### src/rtl/sb_cfg_credit_tx_agent.sv
// Sideband RDI config credit-loop TX agent (adapter side).
//
// Serializes 64-bit header (+ optional 64-bit payload) config messages onto the
// NC-bit lp_cfg lanes, LSB slice first, gated by a TX credit counter that the PHY
// replenishes with i_pl_cfg_crd pulses. Also returns lp_cfg credits to the PHY,
// one o_lp_cfg_crd pulse per received pl_cfg message the adapter has drained.
//
// Ports:
//   i_clk, i_rst         clock, synchronous active-high reset
//   i_msg_vld/o_msg_rdy  local message handshake (o_msg_rdy is combinational)
//   i_msg_hdr/_data      message header / payload, i_msg_has_data selects payload
//   o_lp_cfg/_vld        config lane beat toward the PHY (0 when idle)
//   i_pl_cfg_crd         PHY returns one TX credit
//   i_rx_msg_done        adapter consumed one received message
//   o_lp_cfg_crd         one pulse per credit returned to the PHY
//   o_crd_avail          current TX credit count
//   o_crd_overflow       sticky: credit received at full count or return counter saturated
module sb_cfg_credit_tx_agent #(
    parameter int unsigned NC      = 32,
    parameter int unsigned MAX_CRD = 32,
    parameter int unsigned CRD_W   = 6
) (
    input  logic             i_clk,
    input  logic             i_rst,
    input  logic             i_msg_vld,
    output logic             o_msg_rdy,
    input  logic [63:0]      i_msg_hdr,
    input  logic [63:0]      i_msg_data,
    input  logic             i_msg_has_data,
    output logic [NC-1:0]    o_lp_cfg,
    output logic             o_lp_cfg_vld,
    input  logic             i_pl_cfg_crd,
    input  logic             i_rx_msg_done,
    output logic             o_lp_cfg_crd,
    output logic [CRD_W-1:0] o_crd_avail,
    output logic             o_crd_overflow
);

    localparam int unsigned NBeats = 64 / NC;
    localparam int unsigned BeatW  = (NBeats > 1) ? $clog2(NBeats) : 1;
    localparam logic [BeatW-1:0] LastBeat = BeatW'(NBeats - 1);
    localparam logic [CRD_W-1:0] CrdMax   = CRD_W'(MAX_CRD);

    typedef enum logic [1:0] {StIdle, StHdr, StData} state_e;

    state_e             state_q, state_d;
    logic [BeatW-1:0]   beat_q, beat_d;
    logic [63:0]        hdr_q, hdr_d;
    logic [63:0]        data_q, data_d;
    logic               has_data_q, has_data_d;
    logic [NC-1:0]      lp_cfg_q, lp_cfg_d;
    logic               lp_cfg_vld_q, lp_cfg_vld_d;
    logic [CRD_W-1:0]   crd_q, crd_d;
    logic [CRD_W-1:0]   pend_q, pend_d;
    logic               lp_cfg_crd_q, lp_cfg_crd_d;
    logic               ovf_q, ovf_d;

    logic               last_beat;
    logic               msg_rdy;
    logic               accept;
    logic               emit;
    logic [BeatW-1:0]   next_beat;

    // The final beat of a message is on the lanes this cycle; a new message may be
    // accepted now so its first beat follows with no gap.
    assign last_beat = (state_q == StHdr && beat_q == LastBeat && !has_data_q) ||
                       (state_q == StData && beat_q == LastBeat);
    assign msg_rdy   = !i_rst && (crd_q != '0) && (state_q == StIdle || last_beat);
    assign accept    = i_msg_vld && msg_rdy;
    assign next_beat = beat_q + 1'b1;
    assign emit      = (pend_q != '0);

    // Serializer FSM: lp_cfg_q always holds the beat selected by (state_q, beat_q).
    always_comb begin
        state_d      = state_q;
        beat_d       = beat_q;
        hdr_d        = hdr_q;
        data_d       = data_q;
        has_data_d   = has_data_q;
        lp_cfg_d     = '0;
        lp_cfg_vld_d = 1'b0;
        if (accept) begin
            state_d      = StHdr;
            beat_d       = '0;
            hdr_d        = i_msg_hdr;
            data_d       = i_msg_has_data ? i_msg_data : '0;
            has_data_d   = i_msg_has_data;
            lp_cfg_d     = i_msg_hdr[NC-1:0];
            lp_cfg_vld_d = 1'b1;
        end else begin
            unique case (state_q)
                StIdle: ;
                StHdr: begin
                    if (beat_q != LastBeat) begin
                        beat_d       = next_beat;
                        lp_cfg_d     = hdr_q[NC*int'(next_beat) +: NC];
                        lp_cfg_vld_d = 1'b1;
                    end else if (has_data_q) begin
                        state_d      = StData;
                        beat_d       = '0;
                        lp_cfg_d     = data_q[NC-1:0];
                        lp_cfg_vld_d = 1'b1;
                    end else begin
                        state_d = StIdle;
                    end
                end
                StData: begin
                    if (beat_q != LastBeat) begin
                        beat_d       = next_beat;
                        lp_cfg_d     = data_q[NC*int'(next_beat) +: NC];
                        lp_cfg_vld_d = 1'b1;
                    end else begin
                        state_d = StIdle;
                    end
                end
                default: state_d = StIdle;
            endcase
        end
    end

    // TX credits and RX credit return.
    always_comb begin
        crd_d        = crd_q;
        pend_d       = pend_q;
        ovf_d        = ovf_q;
        lp_cfg_crd_d = emit;

        // Accept and replenish in the same cycle cancel out.
        if (accept && !i_pl_cfg_crd) begin
            crd_d = crd_q - 1'b1;
        end else if (!accept && i_pl_cfg_crd) begin
            if (crd_q >= CrdMax) begin
                ovf_d = 1'b1;
            end else begin
                crd_d = crd_q + 1'b1;
            end
        end

        if (i_rx_msg_done && !emit) begin
            if (pend_q >= CrdMax) begin
                ovf_d = 1'b1;
            end else begin
                pend_d = pend_q + 1'b1;
            end
        end else if (emit && !i_rx_msg_done) begin
            pend_d = pend_q - 1'b1;
        end
    end

    always_ff @(posedge i_clk) begin
        if (i_rst) begin
            state_q      <= StIdle;
            beat_q       <= '0;
            hdr_q        <= '0;
            data_q       <= '0;
            has_data_q   <= 1'b0;
            lp_cfg_q     <= '0;
            lp_cfg_vld_q <= 1'b0;
            crd_q        <= CrdMax;
            pend_q       <= '0;
            lp_cfg_crd_q <= 1'b0;
            ovf_q        <= 1'b0;
        end else begin
            state_q      <= state_d;
            beat_q       <= beat_d;
            hdr_q        <= hdr_d;
            data_q       <= data_d;
            has_data_q   <= has_data_d;
            lp_cfg_q     <= lp_cfg_d;
            lp_cfg_vld_q <= lp_cfg_vld_d;
            crd_q        <= crd_d;
            pend_q       <= pend_d;
            lp_cfg_crd_q <= lp_cfg_crd_d;
            ovf_q        <= ovf_d;
        end
    end

    assign o_msg_rdy      = msg_rdy;
    assign o_lp_cfg       = lp_cfg_q;
    assign o_lp_cfg_vld   = lp_cfg_vld_q;
    assign o_lp_cfg_crd   = lp_cfg_crd_q;
    assign o_crd_avail    = crd_q;
    assign o_crd_overflow = ovf_q;

endmodule

### config.mk
export PLATFORM = sky130hd
export DESIGN_NAME = sb_cfg_credit_tx_agent
export DESIGN_NICKNAME = d
export VERILOG_FILES = /design/src/rtl/sb_cfg_credit_tx_agent.sv
export SDC_FILE = /design/constraint.sdc
export NUM_CORES = 1
export LEC_CHECK = 0
export ABC_AREA = 1
export CORE_UTILIZATION = 45
export CTS_CLUSTER_DIAMETER = 80
export DETAILED_ROUTE_END_ITERATION = 7
export PLACE_DENSITY_LB_ADDON = 0.15
export SLEW_MARGIN = 10
export SYNTH_ARGS = -nofsm -noshare
export SYNTH_HDL_FRONTEND = slang
export SYNTH_SLANG_ARGS = --single-unit
export TNS_END_PERCENT = 30
### constraint.sdc
create_clock -name i_clk -period 3.3 [get_ports i_clk]
set_input_delay 0.66 -clock i_clk [delete_from_list [all_inputs] [get_ports i_clk]]
set_output_delay 0.66 -clock i_clk [all_outputs]
set_load 0.01 [all_outputs]
Word-level counts from Yosys, hierarchy flattened
Cells that the tools add are included.

Word-level logic and storage cells: 91. Flip-flop bits (word level): 179. Bits of input ports: 134. Output and inout bits: 42.

Add/subtract/negate cells: 5. Equal/unequal tests: 9. Reductions and logical operators: 29. Magnitude comparators: 2. Shift-type cells: 2. Bitwise logic cells: 1. Muxes and demuxes: 31.

Operator list (count): 32-bit two-way mux (4); 64-bit by 7-bit variable part select with 32-bit output (2); 64-bit two-way mux (1); 32-bit case mux with 2 select lines (1); 6-bit two-way mux (6); 1-bit two-way mux (13); 6-bit by 1-bit adder with 6-bit output, second input constant (2); 6-bit greater-or-equal comparator, second input constant (2); 6-bit nonzero test (2); 6-bit by 1-bit subtractor with 6-bit output, second input constant (2); 1-bit logical AND (10); 2-bit != test, second input constant (5); 1-bit logical NOT (6); 2-bit two-way mux (3); 3-bit != test, second input constant (2); 2-bit case mux with 3 select lines (1); 3-bit AND reduction (2); 2-bit nonzero test (3); 1-bit case mux with 2 select lines (2); 2-bit AND reduction (2); 2-bit by 1-bit == test with 1-bit output, second input constant (1); 2-bit == test, second input constant (1); 2-bit logical NOT (1); 1-bit logical OR (2); 3 further kinds (3).

Longest topological paths before layout
Depth in word-level cells: 13. Gate-level depth with buffers: 21.

Worst setup path before layout
Ideal clock, no wire load.

Kind: in2reg. Start: in i_rst. End: reg crd_q[2], in the netlist o_crd_avail[2]. Cell stages on the path: 16. Required time: 3.185 ns. Path slack: 0.670 ns. Setup time: 0.115 ns. Data arrival time: 2.515 ns. Path through: buf_2 > inv_2 > nand4_4 > inv_2 > buf_4 > ha_1 > buf_2 > inv_1 > nand2_1 > nand2_1 > inv_1 > ha_1 > a21o_1 > xnor2_1 > o21ai_0 > inv_1.

Longest elaborated chain between the ends: 8. Elaborated cells on any way between the ends: 11.

RTL lines: start, declared (line 24) `input logic i_rst,`; 1-bit logical NOT (*) (line 68) `assign msg_rdy = !i_rst && (crd_q != '0) && (state_q == StIdle || last_beat);`; 1-bit logical AND (*) (2 in series) (line 68); 1-bit logical AND (*) (line 69) `assign accept = i_msg_vld && msg_rdy;`; named net accept (line 60) `logic accept;`; 1-bit logical NOT (line 131) `end else if (!accept && i_pl_cfg_crd) begin`; 1-bit logical AND (line 131); 2-bit nonzero test (no line); 2-bit AND reduction (no line); end signal, assigned (line 159) `crd_q <= CrdMax;`; end signal, assigned (line 171) `crd_q <= crd_d;`; end, declared (line 53) `logic [CRD_W-1:0] crd_q, crd_d;`.

Mark *: on every way through the listed nets, which the timed path passes. The rest lies on a longest branch. A chain may end at the register's enable or synchronous reset.

Worst setup path after layout
Start: reg state_q[0]. End: out o_msg_rdy.

Longest elaborated chain between the ends: 6. Elaborated cells on any way between the ends: 9.

RTL lines: start, declared (line 46) `state_e state_q, state_d;`; start signal, assigned (line 152) `state_q <= StIdle;`; start signal, assigned (line 164) `state_q <= state_d;`; 2-bit by 1-bit == test with 1-bit output (line 66) `assign last_beat = (state_q == StHdr && beat_q == LastBeat && !has_data_q) ||`; 1-bit logical AND (2 in series) (line 66); 1-bit logical OR (line 66); 1-bit logical OR (*) (line 68); 1-bit logical AND (*) (line 68); end, declared (line 26) `output logic o_msg_rdy,`.

Mark *: on every way between the ends. The rest lies on a longest branch, timed or not.

==> summary.txt <==
Antenna Cells: 0
Comb pwr share: 18.5%
RSZ-0062 raised after global routing: false
Seq/Total Area, Yosys: 46.3%
antenna violations before repair: 0
Post-synth EDFFs: 0
Pleak: 0.00339 uW
measured slew at the worst slew-check pin: 1.00 ns
GP Congestion: 0.911
clock share of power: 41.2%
fin util: 63.3%
PnR worst setup slack: 0.635 ns
Crit Path Max Fanout: 3
vias per cell: 4.90
min Tclk post-route: 2.66 ns
Reg power frac: 40.3%
CTS tree: done
DR vias: 5,835
layout cell share with drive strength beyond 1: 7.81%
drt wl/cell: 14.0 um
Switch Pwr: 1310 uW
WL final: 16.7 mm
DPL Wire Length: 10.9 mm
clk slew on worst S/H paths: 0.06 ns
Post-Synthesis Cells: 842
Slew Limit Fails: 0
Initial DRT Pass Iterations: 5
internal power: 3670 uW
status: completed
final setup vio count: 0
Total GRT Usage: 23.4%
ANT nets after route: 0
Worst Path Arrival: 2.00 ns
CTS Hold Buffers Added: 0
Starting Density: 46.0%
gr ovfl total: 0
Synth Register Bits: 147
Residual DRC: 0
Die Wd: 121 um
first-pass GRT wire length: 26.9 mm
Final TNS setup: 0 ns
# Post-CTS Setup Buffers: 0
Final Skew: 0.0145 ns
die area: 14,600 sq um
core area: 13,800 sq um
drt initial violations: 336
Worst VDD drop: 340 uV
Worst Path Required: 2.64 ns
Net Count, Synth: 987
Area Growth Syn to Fin: 37.6%
H-tree Lvls: 4
Cells after DPL: 1,159
FMAX: 0.375 GHz
std cell rows: 43
area of the mapped netlist: 6350 sq um
dominant synthesized flop cell: dfxtp_1
CP Launch Type: flip-flop
# Max-Cap Violations: 0
Mean Syn Cell Area: 7.55 sq um
ys async rst share: 0%
I/O pins: 176
Die Height: 121 um
Setup WS pre-CTS: 0.359 ns
Nets: 1,143
Clock Sinks: 147
fill count: 1,288
Register Area: 2940 sq um
pin count of the biggest net entering global routing: 65
number of global-route vias before repair: 5,557
fin cells: 1,191
# resized after CTS: 0
worst min path class: reg -> reg
cts bufs inserted: 17
switching portion of total power: 26.3%
PortBufs: 175
maximum buffer depth of the clock tree: 2
number of library cell types mapped by synthesis: 31
Setup crit end kind: output pin
Final period util: 80.8%
Clock Tree Root: clkbuf_16
Hold Slack: 0.456 ns
final hold vios: 0
worst-skew pair later-pin latency: 0.42 ns
Max-slew headroom: 33.1%
worst setup path class: reg -> out
pwr dens: 569 nW/um^2
Multi-input gate area: 2630 sq um
Ys Warns: 0
[worst max-delay path: stages (launching register included)]
cell,delay [ns]
dfxtp_1,0.35
inv_1,0.07
ha_1,0.23
a21oi_1,0.18
nand2_2,0.10
and3_1,0.17
clkdlybuf4s50_1,0.48
[registers in the layout (all words and copies together), names as in the netlist]
register        cells
beat_q              1
data_q             64
has_data_q          1
hdr_q              32
o_crd_avail         6
o_crd_overflow      1
o_lp_cfg           32
o_lp_cfg_crd        1
o_lp_cfg_vld        1
pend_q              6
state_q             2
[through the flow]
stage / instance area (sq um) / total power [uW]
2_1_floorplan: 6350 / 2610
3_3_place_gp: 8110 / 2940
3_5_place_dp: 8110 / 2960
4_1_cts: 8750 / 5010
5_1_grt: 8750 / 5210
6_report: 8750 / 4980
[final timing paths]
path / startpoint / to / slack, ns / cells past startpoint
worst min register to register: o_crd_overflow / o_crd_overflow / 0.46 / 2
worst min-delay path: o_crd_overflow / o_crd_overflow / 0.46 / 2
worst max-delay path: state_q[0] / o_msg_rdy / 0.64 / 6
worst max register to register: state_q[0] / o_crd_avail[2] / 0.71 / 16
[routing by layer]
metal | GRT usage, % | vias up | share of wire [%]
met2 | 38.7 | 153 | 48
li1 | - | 3021 | -
met5 | 0 | - | 0
met4 | 7.18 | 0 | 0.77
met1 | 30.2 | 2650 | 47
met3 | 5.38 | 11 | 4.9
[power groups by stage]
stage | Combinational [uW] | Sequential, uW | Clock (uW)
6_report | 920 | 2010 | 2050
5_1_grt | 1030 | 2020 | 2160
4_1_cts | 920 | 2010 | 2090
3_5_place_dp | 914 | 2040 | 0
3_3_place_gp | 900 | 2040 | 0
2_1_floorplan | 567 | 2040 | 0
[layout make-up]
| class | count | area share [%] |
|---|---|---|
| multi-input cells | 520 | 30.0 |
| inverters | 124 | 5.32 |
| well taps | 180 | 2.57 |
| clock inverters | 12 | 2.06 |
| repair buffers | 188 | 21.1 |
| flip-flops and latches | 147 | 33.6 |
| clock buffers | 20 | 5.22 |
[cells in the mapped netlist (2+ instances only)]
cell      number  area [sq um]
ha_1          11           138
nand2_2       11          68.8
o22ai_2        7          87.6
a21oi_1       18          90.1
buf_4          4          30.0
buf_2         12          60.1
nor2_1       116           435
nand2_1       96           360
xnor2_1        5          43.8
nand3_1       46           230
buf_6         13           146
o22ai_1       26           163
o21ai_0      111           556
inv_2          3          11.3
clkbuf_1      21          78.8
o21ai_2       10          87.6
nand4_1        2          12.5
dfxtp_1      147          2940
inv_1        121           454
o21ai_1       51           255
[cells by family (layout without fill, tap and decap cells)]
family	after synthesis	after routing	synth area share (%)
flip-flops	147	147	46.3
buffers and inverters	175	344	12.3
XOR/XNOR	6	6	0.827
AO/OA/AOI/OAI	224	224	19.6
AND/OR/NAND/NOR	279	279	18.7
adder cells (fa/ha/maj)	11	11	2.17
[layout by cell type, fill, tap and decap left out]
| cell type | Yosys | routed |
|---|---|---|
| nor3_1 | 1 | 1 |
| clkinv_4 | 0 | 4 |
| o21ai_2 | 10 | 10 |
| clkdlybuf4s50_1 | 0 | 175 |
| nand2_2 | 11 | 11 |
| clkinvlp_4 | 0 | 2 |
| nor4_1 | 1 | 1 |
| clkinv_2 | 0 | 2 |
| clkbuf_8 | 0 | 2 |
| o21ai_1 | 51 | 51 |
| buf_4 | 4 | 13 |
| nand3b_1 | 1 | 1 |
| nand2_1 | 96 | 96 |
| o22ai_2 | 7 | 7 |
| xnor2_1 | 5 | 5 |
| nand3_1 | 46 | 46 |
| o22ai_1 | 26 | 26 |
| o21ai_0 | 111 | 111 |
| ha_1 | 11 | 11 |
| bufinv_16 | 0 | 4 |
| a21o_1 | 1 | 1 |
| and3_1 | 1 | 1 |
| inv_1 | 121 | 121 |
| nand2_4 | 1 | 1 |
| nor2_1 | 116 | 116 |
| dfxtp_1 | 147 | 147 |
| clkbuf_16 | 0 | 17 |
| or2_2 | 1 | 1 |
| a21oi_1 | 18 | 18 |
| inv_2 | 3 | 3 |
| nand4_1 | 2 | 2 |
| clkbuf_1 | 21 | 1 |
| xor2_1 | 1 | 1 |
| nor2_8 | 1 | 1 |
| nand4_4 | 1 | 1 |
Power figures use the tool's default switching activity.
